<file path="src/rtl/aes_pkg.sv">
// Shared AES-128 definitions: round count, state/word types, xtime, RotWord
// and the forward S-box table. subBytes uses the same table.
package aes_pkg;

   localparam int AES_NR = 10;
   localparam int RND_W  = $clog2(AES_NR + 1);

   typedef logic [127:0] state_t;
   typedef logic [31:0]  word_t;

   typedef enum logic {
      ST_IDLE,
      ST_RUN
   } ark_state_e;

   localparam logic [7:0] SBOX [256] = '{
      8'h63, 8'h7c, 8'h77, 8'h7b, 8'hf2, 8'h6b, 8'h6f, 8'hc5, 8'h30, 8'h01, 8'h67, 8'h2b, 8'hfe, 8'hd7, 8'hab, 8'h76,
      8'hca, 8'h82, 8'hc9, 8'h7d, 8'hfa, 8'h59, 8'h47, 8'hf0, 8'had, 8'hd4, 8'ha2, 8'haf, 8'h9c, 8'ha4, 8'h72, 8'hc0,
      8'hb7, 8'hfd, 8'h93, 8'h26, 8'h36, 8'h3f, 8'hf7, 8'hcc, 8'h34, 8'ha5, 8'he5, 8'hf1, 8'h71, 8'hd8, 8'h31, 8'h15,
      8'h04, 8'hc7, 8'h23, 8'hc3, 8'h18, 8'h96, 8'h05, 8'h9a, 8'h07, 8'h12, 8'h80, 8'he2, 8'heb, 8'h27, 8'hb2, 8'h75,
      8'h09, 8'h83, 8'h2c, 8'h1a, 8'h1b, 8'h6e, 8'h5a, 8'ha0, 8'h52, 8'h3b, 8'hd6, 8'hb3, 8'h29, 8'he3, 8'h2f, 8'h84,
      8'h53, 8'hd1, 8'h00, 8'hed, 8'h20, 8'hfc, 8'hb1, 8'h5b, 8'h6a, 8'hcb, 8'hbe, 8'h39, 8'h4a, 8'h4c, 8'h58, 8'hcf,
      8'hd0, 8'hef, 8'haa, 8'hfb, 8'h43, 8'h4d, 8'h33, 8'h85, 8'h45, 8'hf9, 8'h02, 8'h7f, 8'h50, 8'h3c, 8'h9f, 8'ha8,
      8'h51, 8'ha3, 8'h40, 8'h8f, 8'h92, 8'h9d, 8'h38, 8'hf5, 8'hbc, 8'hb6, 8'hda, 8'h21, 8'h10, 8'hff, 8'hf3, 8'hd2,
      8'hcd, 8'h0c, 8'h13, 8'hec, 8'h5f, 8'h97, 8'h44, 8'h17, 8'hc4, 8'ha7, 8'h7e, 8'h3d, 8'h64, 8'h5d, 8'h19, 8'h73,
      8'h60, 8'h81, 8'h4f, 8'hdc, 8'h22, 8'h2a, 8'h90, 8'h88, 8'h46, 8'hee, 8'hb8, 8'h14, 8'hde, 8'h5e, 8'h0b, 8'hdb,
      8'he0, 8'h32, 8'h3a, 8'h0a, 8'h49, 8'h06, 8'h24, 8'h5c, 8'hc2, 8'hd3, 8'hac, 8'h62, 8'h91, 8'h95, 8'he4, 8'h79,
      8'he7, 8'hc8, 8'h37, 8'h6d, 8'h8d, 8'hd5, 8'h4e, 8'ha9, 8'h6c, 8'h56, 8'hf4, 8'hea, 8'h65, 8'h7a, 8'hae, 8'h08,
      8'hba, 8'h78, 8'h25, 8'h2e, 8'h1c, 8'ha6, 8'hb4, 8'hc6, 8'he8, 8'hdd, 8'h74, 8'h1f, 8'h4b, 8'hbd, 8'h8b, 8'h8a,
      8'h70, 8'h3e, 8'hb5, 8'h66, 8'h48, 8'h03, 8'hf6, 8'h0e, 8'h61, 8'h35, 8'h57, 8'hb9, 8'h86, 8'hc1, 8'h1d, 8'h9e,
      8'he1, 8'hf8, 8'h98, 8'h11, 8'h69, 8'hd9, 8'h8e, 8'h94, 8'h9b, 8'h1e, 8'h87, 8'he9, 8'hce, 8'h55, 8'h28, 8'hdf,
      8'h8c, 8'ha1, 8'h89, 8'h0d, 8'hbf, 8'he6, 8'h42, 8'h68, 8'h41, 8'h99, 8'h2d, 8'h0f, 8'hb0, 8'h54, 8'hbb, 8'h16
   };

   // Multiply by x in GF(2^8); 80 wraps to 1B.
   function automatic logic [7:0] xtime(input logic [7:0] b);
      return {b[6:0], 1'b0} ^ (b[7] ? 8'h1b : 8'h00);
   endfunction

   // Cyclic left rotation of a key word by one byte.
   function automatic word_t rot_word(input word_t w);
      return {w[23:0], w[31:24]};
   endfunction

endpackage

</file>
<file path="src/rtl/add_round_key_sched_if.sv">
// Handshake bundle for add_round_key_sched: key load, state input and keyed
// output channels. Optional last-key outputs exist only when
// ADD_ROUND_KEY_SCHED_LAST_KEY_EN is defined.
interface add_round_key_sched_if;
   import aes_pkg::*;

   logic             key_valid;
   logic             key_ready;
   state_t           key_in;
   logic             in_valid;
   logic             in_ready;
   state_t           data_in;
   logic             out_valid;
   logic             out_ready;
   state_t           data_out;
   logic [RND_W-1:0] out_round;
   logic             out_last;
`ifdef ADD_ROUND_KEY_SCHED_LAST_KEY_EN
   state_t           last_key;
   logic             last_key_valid;
`endif

   // The keying stage itself.
   modport slave (
      input  key_valid, key_in, in_valid, data_in, out_ready,
      output key_ready, in_ready, out_valid, data_out, out_round, out_last
`ifdef ADD_ROUND_KEY_SCHED_LAST_KEY_EN
      , output last_key, last_key_valid
`endif
   );

   // Upstream/downstream environment driving the stage.
   modport master (
      output key_valid, key_in, in_valid, data_in, out_ready,
      input  key_ready, in_ready, out_valid, data_out, out_round, out_last
`ifdef ADD_ROUND_KEY_SCHED_LAST_KEY_EN
      , input last_key, last_key_valid
`endif
   );

endinterface

</file>
<file path="src/rtl/aes_sbox.sv">
// Single-byte AES forward S-box lookup, purely combinational.
module aes_sbox
   import aes_pkg::*;
(
   input  logic [7:0] i_a,
   output logic [7:0] o_s
);

   assign o_s = SBOX[i_a];

endmodule

</file>
<file path="src/rtl/add_round_key_sched.sv">
// AES-128 AddRoundKey stage with an on-the-fly key schedule. One state beat
// per round is XORed with the current round key and registered for subBytes;
// the key advances one expansion step per accepted beat.
// Optional: ADD_ROUND_KEY_SCHED_LAST_KEY_EN captures the round-NR key.
module add_round_key_sched
   import aes_pkg::*;
#(
   parameter int NR = AES_NR
) (
   input logic                 clk,
   input logic                 rst,
   add_round_key_sched_if.slave bus
);

   ark_state_e       r_state;
   logic             r_key_ready;
   logic [RND_W-1:0] r_round;
   logic [7:0]       r_rcon;
   state_t           r_rk;

   logic             r_out_valid;
   state_t           r_data_out;
   logic [RND_W-1:0] r_out_round;
   logic             r_out_last;

`ifdef ADD_ROUND_KEY_SCHED_LAST_KEY_EN
   state_t           r_last_key;
   logic             r_last_key_valid;
`endif

   word_t  w_w0, w_w1, w_w2, w_w3;
   word_t  w_rot, w_sub, w_t;
   word_t  w_n0, w_n1, w_n2, w_n3;
   state_t w_rk_next;
   logic   w_in_ready, w_accept, w_consume, w_last_round;

   // Key expansion: t = SubWord(RotWord(w3)) ^ {rcon,0}, then chained XORs.
   assign {w_w0, w_w1, w_w2, w_w3} = r_rk;
   assign w_rot = rot_word(w_w3);

   for (genvar i = 0; i < 4; i++) begin : g_sbox
      aes_sbox u_sbox (
         .i_a (w_rot[8*i +: 8]),
         .o_s (w_sub[8*i +: 8])
      );
   end

   assign w_t       = w_sub ^ {r_rcon, 24'h0};
   assign w_n0      = w_w0 ^ w_t;
   assign w_n1      = w_w1 ^ w_n0;
   assign w_n2      = w_w2 ^ w_n1;
   assign w_n3      = w_w3 ^ w_n2;
   assign w_rk_next = {w_n0, w_n1, w_n2, w_n3};

   // Single output register: a new beat fits whenever the slot is empty or
   // being drained this cycle.
   assign w_in_ready   = (r_state == ST_RUN) && (!r_out_valid || bus.out_ready);
   assign w_accept     = bus.in_valid && w_in_ready;
   assign w_consume    = r_out_valid && bus.out_ready;
   assign w_last_round = (r_round == RND_W'(NR));

   // Control FSM and key schedule state: load key in IDLE, step per beat in RUN.
   always_ff @(posedge clk or posedge rst) begin
      if (rst) begin
         r_state          <= ST_IDLE;
         r_key_ready      <= 1'b1;
         r_round          <= '0;
         r_rcon           <= 8'h01;
         r_rk             <= '0;
`ifdef ADD_ROUND_KEY_SCHED_LAST_KEY_EN
         r_last_key       <= '0;
         r_last_key_valid <= 1'b0;
`endif
      end else begin
         // NOTE: non-blocking assignments so every register here samples the
         // pre-edge values of its neighbours, matching real flip-flops.
         case (r_state)
            ST_IDLE: begin
               if (bus.key_valid) begin
                  r_rk        <= bus.key_in;
                  r_rcon      <= 8'h01;
                  r_round     <= '0;
                  r_key_ready <= 1'b0;
                  r_state     <= ST_RUN;
`ifdef ADD_ROUND_KEY_SCHED_LAST_KEY_EN
                  r_last_key_valid <= 1'b0;
`endif
               end
            end
            ST_RUN: begin
               if (w_accept) begin
                  r_rk    <= w_rk_next;
                  r_rcon  <= xtime(r_rcon);
                  r_round <= r_round + RND_W'(1);
                  if (w_last_round) begin
                     r_state     <= ST_IDLE;
                     r_key_ready <= 1'b1;
`ifdef ADD_ROUND_KEY_SCHED_LAST_KEY_EN
                     r_last_key       <= r_rk;
                     r_last_key_valid <= 1'b1;
`endif
                  end
               end
            end
            default: begin
               r_state     <= ST_IDLE;
               r_key_ready <= 1'b1;
            end
         endcase
      end
   end

   // Output register: load keyed state on accept, clear valid on bare consume.
   always_ff @(posedge clk or posedge rst) begin
      if (rst) begin
         r_out_valid <= 1'b0;
         r_data_out  <= '0;
         r_out_round <= '0;
         r_out_last  <= 1'b0;
      end else if (w_accept) begin
         r_out_valid <= 1'b1;
         r_data_out  <= bus.data_in ^ r_rk;
         r_out_round <= r_round;
         r_out_last  <= w_last_round;
      end else if (w_consume) begin
         r_out_valid <= 1'b0;
      end
   end

   assign bus.key_ready = r_key_ready;
   assign bus.in_ready  = w_in_ready;
   assign bus.out_valid = r_out_valid;
   assign bus.data_out  = r_data_out;
   assign bus.out_round = r_out_round;
   assign bus.out_last  = r_out_last;
`ifdef ADD_ROUND_KEY_SCHED_LAST_KEY_EN
   assign bus.last_key       = r_last_key;
   assign bus.last_key_valid = r_last_key_valid;
`endif

endmodule

</file>
<file path="src/flat_wrapper.sv">
// flat-port wrapper written by rule: the top's interface ports become plain ports
module add_round_key_sched_flat import aes_pkg::*;
#(
   parameter int NR = AES_NR
)
  (clk, rst, bus_key_valid, bus_key_in, bus_in_valid, bus_data_in, bus_out_ready, bus_key_ready, bus_in_ready, bus_out_valid, bus_data_out, bus_out_round, bus_out_last);
  add_round_key_sched_if bus_i ();
  input logic clk;
  input logic rst;
  input wire logic [$bits(bus_i.key_valid)-1:0] bus_key_valid;
  input wire logic [$bits(bus_i.key_in)-1:0] bus_key_in;
  input wire logic [$bits(bus_i.in_valid)-1:0] bus_in_valid;
  input wire logic [$bits(bus_i.data_in)-1:0] bus_data_in;
  input wire logic [$bits(bus_i.out_ready)-1:0] bus_out_ready;
  output wire logic [$bits(bus_i.key_ready)-1:0] bus_key_ready;
  output wire logic [$bits(bus_i.in_ready)-1:0] bus_in_ready;
  output wire logic [$bits(bus_i.out_valid)-1:0] bus_out_valid;
  output wire logic [$bits(bus_i.data_out)-1:0] bus_data_out;
  output wire logic [$bits(bus_i.out_round)-1:0] bus_out_round;
  output wire logic [$bits(bus_i.out_last)-1:0] bus_out_last;
  assign bus_i.key_valid = bus_key_valid;
  assign bus_i.key_in = bus_key_in;
  assign bus_i.in_valid = bus_in_valid;
  assign bus_i.data_in = bus_data_in;
  assign bus_i.out_ready = bus_out_ready;
  assign bus_key_ready = bus_i.key_ready;
  assign bus_in_ready = bus_i.in_ready;
  assign bus_out_valid = bus_i.out_valid;
  assign bus_data_out = bus_i.data_out;
  assign bus_out_round = bus_i.out_round;
  assign bus_out_last = bus_i.out_last;
  add_round_key_sched #(.NR(NR)) u_core (.clk(clk), .rst(rst), .bus(bus_i));
endmodule
</file>
<file path="config.mk">
export PLATFORM = sky130hd
export DESIGN_NAME = add_round_key_sched_flat
export DESIGN_NICKNAME = d
export VERILOG_FILES = /design/src/rtl/aes_pkg.sv /design/src/rtl/add_round_key_sched_if.sv /design/src/rtl/aes_sbox.sv /design/src/rtl/add_round_key_sched.sv /design/src/flat_wrapper.sv
export SDC_FILE = /design/constraint.sdc
export NUM_CORES = 1
export LEC_CHECK = 0
export BUFFER_PORTS_ARGS = -buffer_cell sky130_fd_sc_hd__buf_2
export CORE_ASPECT_RATIO = 1.5
export CORE_MARGIN = 3
export CORE_UTILIZATION = 25
export CTS_CLUSTER_SIZE = 20
export DETAILED_ROUTE_END_ITERATION = 6
export PLACE_DENSITY = 0.41
export SLEW_MARGIN = 20
export SYNTH_ARGS = -nofsm -noshare
export SYNTH_HDL_FRONTEND = slang
export SYNTH_SLANG_ARGS = --single-unit
</file>
<file path="constraint.sdc">
create_clock -name clk -period 19.3 [get_ports clk]
set_input_delay 2.895 -clock clk [delete_from_list [all_inputs] [get_ports clk]]
set_output_delay 2.895 -clock clk [all_outputs]
set_load 0.02 [all_outputs]
</file>
# Yosys cells after proc, flatten, opt, wreduce, memory -nomap -nowiden
# Memories as Yosys holds them, arrays and structs flattened.
# Index checks and enable logic that the tools add are counted.
# Widths: inputs -> output; s select.
[classes]
n_eq_ne = 4
order_cmp = 4
reduce_logical = 8
mux = 28
bitwise = 12
add_sub_neg = 1
[op_table]
columns = ["op", "n"]
rows = [
  ["$mux 128", 2],
  ["$pmux 128 s2", 1],
  ["$xor 32x32->32", 5],
  ["$xor 128x128->128", 1],
  ["$mux 8", 10],
  ["$ge 9x9->1 const B", 4],
  ["$not 8->9", 4],
  ["$pmux 8 s2", 1],
  ["$mux 1", 8],
  ["$mux 4", 2],
  ["$pmux 4 s2", 1],
  ["$xor 8x8->8", 1],
  ["$ne 2x2->1 const B", 3],
  ["$mux 5", 1],
  ["$add 4x1->4 const B", 1],
  ["$eq 4x4->1 const B", 1],
  ["$pmux 1 s2", 2],
  ["$logic_and 1x1->1", 3],
  ["$reduce_and 3->1", 1],
  ["$reduce_and 2->1", 1],
  ["$reduce_bool 2->1", 1],
  ["$logic_not 1->1", 1],
  ["$logic_or 1x1->1", 1],
  ["$not 1->1", 1],
]
[word_totals]
n_memories = 4
inputBits = 261
register_bits = 276
out_inout_bits = 136
rom_bits = 8192
[memory_table]
columns = ["name", "depth", "word_bits", "read_ports", "rd_clocked_by_memory_dff", "wr", "line_no", "source"]
rows = [
  ["(name not given)", 256, 8, 1, 0, 0, "aes_sbox.sv:9", "assign o_s = SBOX[i_a];"],
  ["(name not given)", 256, 8, 1, 0, 0, "aes_sbox.sv:9", ""],
  ["(name not given)", 256, 8, 1, 0, 0, "aes_sbox.sv:9", ""],
  ["(name not given)", 256, 8, 1, 0, 0, "aes_sbox.sv:9", ""],
]

# Logic depth before layout (Yosys ltp)
[logic_depth]
depth_word = 11
mapped_depth = 15

# Cells and area by module
# Synthesis repeated with hierarchy kept, for this count alone.
[unflattened]
hier_cells = 3379
hier_area_um2 = 26556.7
[modules_own_cells]
columns = ["mod", "seq_area_each_um2", "cells_each", "area_each_um2", "n_inst"]
rows = [
  ["add_round_key_sched", 6909.1, 1351, 13839.5, 1],
  ["aes_sbox", 0.0, 507, 3179.3, 4],
]

# Least setup slack after synthesis
# OpenSTA, ideal clock, no wires.
[synth_path]
path_kind = "input port to output port"
startpoint = "input port bus_out_ready"
endpoint = "output port bus_in_ready"
required_ps = 16405
cell_stages = 2
setup_slack_ps = 13139
arrival_time_ps = 3266
path_cell_list = "nand2b_1 -> and2_1"
[synth_between]
elab_chain_cells = 2
[synth_lines]
columns = ["item", "line_no", "source"]
rows = [
  ["from (decl)", "flat_wrapper.sv:14", "input wire logic [$bits(bus_i.out_ready)-1:0] bus_out_ready;"],
  ["$logic_or 1x1->1", "add_round_key_sched.sv:57", "assign w_in_ready = (r_state == ST_RUN) && (!r_out_valid || bus.out_ready);"],
  ["$logic_and 1x1->1", "add_round_key_sched.sv:57", ""],
  ["to (decl)", "flat_wrapper.sv:16", "output wire logic [$bits(bus_i.in_ready)-1:0] bus_in_ready;"],
]
# Every way passes these cells.

# Worst setup path in the final report
# Ends and elaborated chain as after synthesis.

==> results.ini <==
[logic_synthesis]
yosysSeqAreaShare = 0.245
avgSynthCellArea_um2 = 7.93
syn-cell-area_um2 = 28300
ys_seq_elements = 276
synth_edf_count = 0
synth_cells = 3561
synth.distinct_cells = 104
yosysWarningCount = 0
synth-async-reset-ratio = 1.00
synthFlopType = dfrtp_1
synth.net_count = 3884

[detailed_routing]
vias = 29900
drtIter0Drc = 3178
vias_per_cell = 5.80
drc_errors = 0
post_drt_wl_per_cell_um = 27.4
firstDrtPassIters = 6
ant_nets = 0
wl_um = 141000

[cells_and_area]
drive_above_1_share = 0.197
syn2layout_area_growth_pct = 13.5
fin_nets = 4000

[sta]
clock_skew_ns = 0.0234
period_needed_ns = 6.73
tns_ns = 0
finalCritPeriodShare = 0.349
fmax_ghz = 0.149
final_max_slew_viol_count = 0
final_hold_viol_count = 0
slew_headroom = 0.243
rsz0062_at_grt = false
tightest_slew_ns = 1.13
setup-violations-final = 0

[die]
row_count = 150
die_w_um = 280
start_util = 0.253
coreArea_um2 = 112000
die_area_um2 = 117000
num_io_pins = 397
die_y_um = 418

[global_route]
grtUsageTotal = 0.232
grt_pass1_wl_um = 205000
grt_start_max_net_pins = 194
overflow = 0
grt_pass1_vias = 29000
antenna_found_initial = 26

[clocking]
tritoncts = done
numClockSinks = 276
clk_pin_slew_ns = 0.05
cts-buffers-inserted = 35
insertion_delay_ns = 0.59
cts-root-buf = clkbuf_16
cts_setup_buffers = 0
cts_resized = 0
cts_hold_buffers = 0
max-clock-path-buffers = 3
htree_levels = 2

[worst_setup_path]
crit_required_ns = 16.41
cp_max_fo = 3
cp-end-kind = primary output
crit_type = in2out
critPathArrivalTime_ns = 3.83
path_cells = buf_2, nand2b_1, and2_1, buf_2
cpLargestDelayFamily = simple AND/OR/NAND/NOR gates
startpoint_type = input pin
crit_buf_inv = 2
critPathMaxStageDelay_ns = 0.35
crit_path_top_delay_cell = nand2b_1
path_common_cell = buf_2

[placement]
place_congestion = 0.967
portBuffers = 396
dp_hpwl_um = 101000

[job]
cap_violations = 0

[status]
outcome = finished, final reports clean

[hold_path]
hold_path_class = reg2reg

## sequential cells by signal, indices dropped and copies added, names as in the netlist
name,count
u_core.bus.out_round,4
u_core.bus.key_ready,1
u_core.bus.out_valid,1
u_core.bus.out_last,1
u_core.r_round,4
u_core.r_state,1
u_core.bus.data_out,128
u_core.r_rcon,8
u_core.r_rk,128
## cells in the mapped netlist (16+ instances only)
master | count | area share
xor2_1 | 42 | 0.013
nor2b_1 | 74 | 0.016
a31oi_1 | 53 | 0.012
mux2_2 | 18 | 0.0072
or2_2 | 17 | 0.0038
o211ai_1 | 49 | 0.013
a22oi_1 | 16 | 0.0043
o311ai_0 | 29 | 0.0090
mux2i_1 | 37 | 0.013
nor2_1 | 364 | 0.048
a311oi_1 | 41 | 0.013
o311a_1 | 19 | 0.0067
ha_1 | 62 | 0.027
a311o_1 | 20 | 0.0071
nand3_1 | 83 | 0.015
mux4_2 | 85 | 0.068
and2_1 | 27 | 0.0060
a221oi_1 | 22 | 0.0068
o31ai_1 | 27 | 0.0072
nor3_1 | 79 | 0.014
o21ai_0 | 196 | 0.035
xnor2_1 | 183 | 0.057
and3_1 | 18 | 0.0040
o22ai_1 | 68 | 0.015
a2bb2oi_1 | 19 | 0.0059
a211oi_1 | 47 | 0.012
dfrtp_1 | 274 | 0.24
a21oi_1 | 407 | 0.072
buf_1 | 42 | 0.0056
o221ai_1 | 16 | 0.0050
nand2_1 | 276 | 0.037
o32ai_1 | 16 | 0.0050
buf_2 | 105 | 0.019
buf_4 | 23 | 0.0061
or3_1 | 24 | 0.0053
clkbuf_1 | 211 | 0.028
inv_1 | 49 | 0.0065
nand2b_1 | 96 | 0.021
## cell families (layout without fill, tap and decap cells)
| kind of cell | Yosys count | after routing | share of synthesized area |
|---|---|---|---|
| AO/OA/AOI/OAI | 1238 | 1238 | 0.288 |
| flip-flops | 276 | 276 | 0.245 |
| multiplexers | 140 | 140 | 0.0880 |
| buffers and inverters | 451 | 591 | 0.0697 |
| adder cells (fa/ha/maj) | 62 | 62 | 0.0275 |
| other | 0 | 11 | 0 |
| AND/OR/NAND/NOR | 1141 | 1141 | 0.193 |
| XOR/XNOR | 253 | 253 | 0.0894 |
## final timing paths
check | slack (ns) | end | depth (start not counted) | from
min reg2reg | 0.48 | u_core.bus.out_round[2] | 2 | u_core.bus.out_round[2]
min in group asynchronous | 2.44 | u_core.bus.data_out[16] | 2 | rst
max reg2reg | 14.26 | u_core.r_rk[11] | 12 | u_core.r_rk[1]
max in group asynchronous | 15.34 | u_core.r_rk[27] | 3 | rst
max | 12.57 | bus_in_ready | 4 | bus_out_ready
min | 0.48 | u_core.bus.out_round[2] | 2 | u_core.bus.out_round[2]
## per-layer routing
layer	wire, µm	GRT usage
met1	53800	0.280
met2	68000	0.392
met3	9990	0.0337
met4	9590	0.136
met5	76	0
## cell type report
cell class                 count  area [µm²]
sequential                   276        6940
antenna                       11        27.5
multi-input combinational   2834       19400
tap                         1444        1810
inverter                      62         240
clock buffer                  49        1020
fill                       12100       79800
clock inverter                12        88.8
timing repair buffer         468        2530
## per-stage QoR
| step | utilization | cells | instance area, µm² | hold slack (ns) | setup slack, ns |
|---|---|---|---|---|---|
| after global placement | 0.277 | 5084 | 30900 | 0.474 | 12.57 |
| after detailed placement | 0.277 | 5084 | 30900 | 0.467 | 12.58 |
| final | 0.287 | 5156 | 32100 | 0.479 | 12.57 |
| after floorplan | - | 3561 | 28300 | 0.481 | 8.80 |
| after CTS | 0.286 | 5145 | 32000 | 0.479 | 12.57 |
| after global routing | 0.287 | 5151 | 32100 | 0.488 | 12.55 |
## layout by cell type, fill, tap and decap left out, types with 53 or more instances in the layout
cell      synthesis  layout
nand2_1         276     273
o22ai_1          68      68
xnor2_1         183     183
a31oi_1          53      53
buf_2           105     396
ha_1             62      62
nor2b_1          74      74
nor3_1           79      79
mux4_2           85      85
o21ai_0         196     196
nor2_1          364     362
nand2b_1         96      96
dfrtp_1         274     258
a21oi_1         407     407
nand3_1          83      83
buf_4            23      71
## tightest hold or removal path: stages, from the launching register on
cell     delay (ns)
dfrtp_1        0.35
nand2_1        0.05
nand2_1        0.05
Power is not shown: default switching activity piles up to over one toggle a cycle in this logic, so the estimate is an artifact.
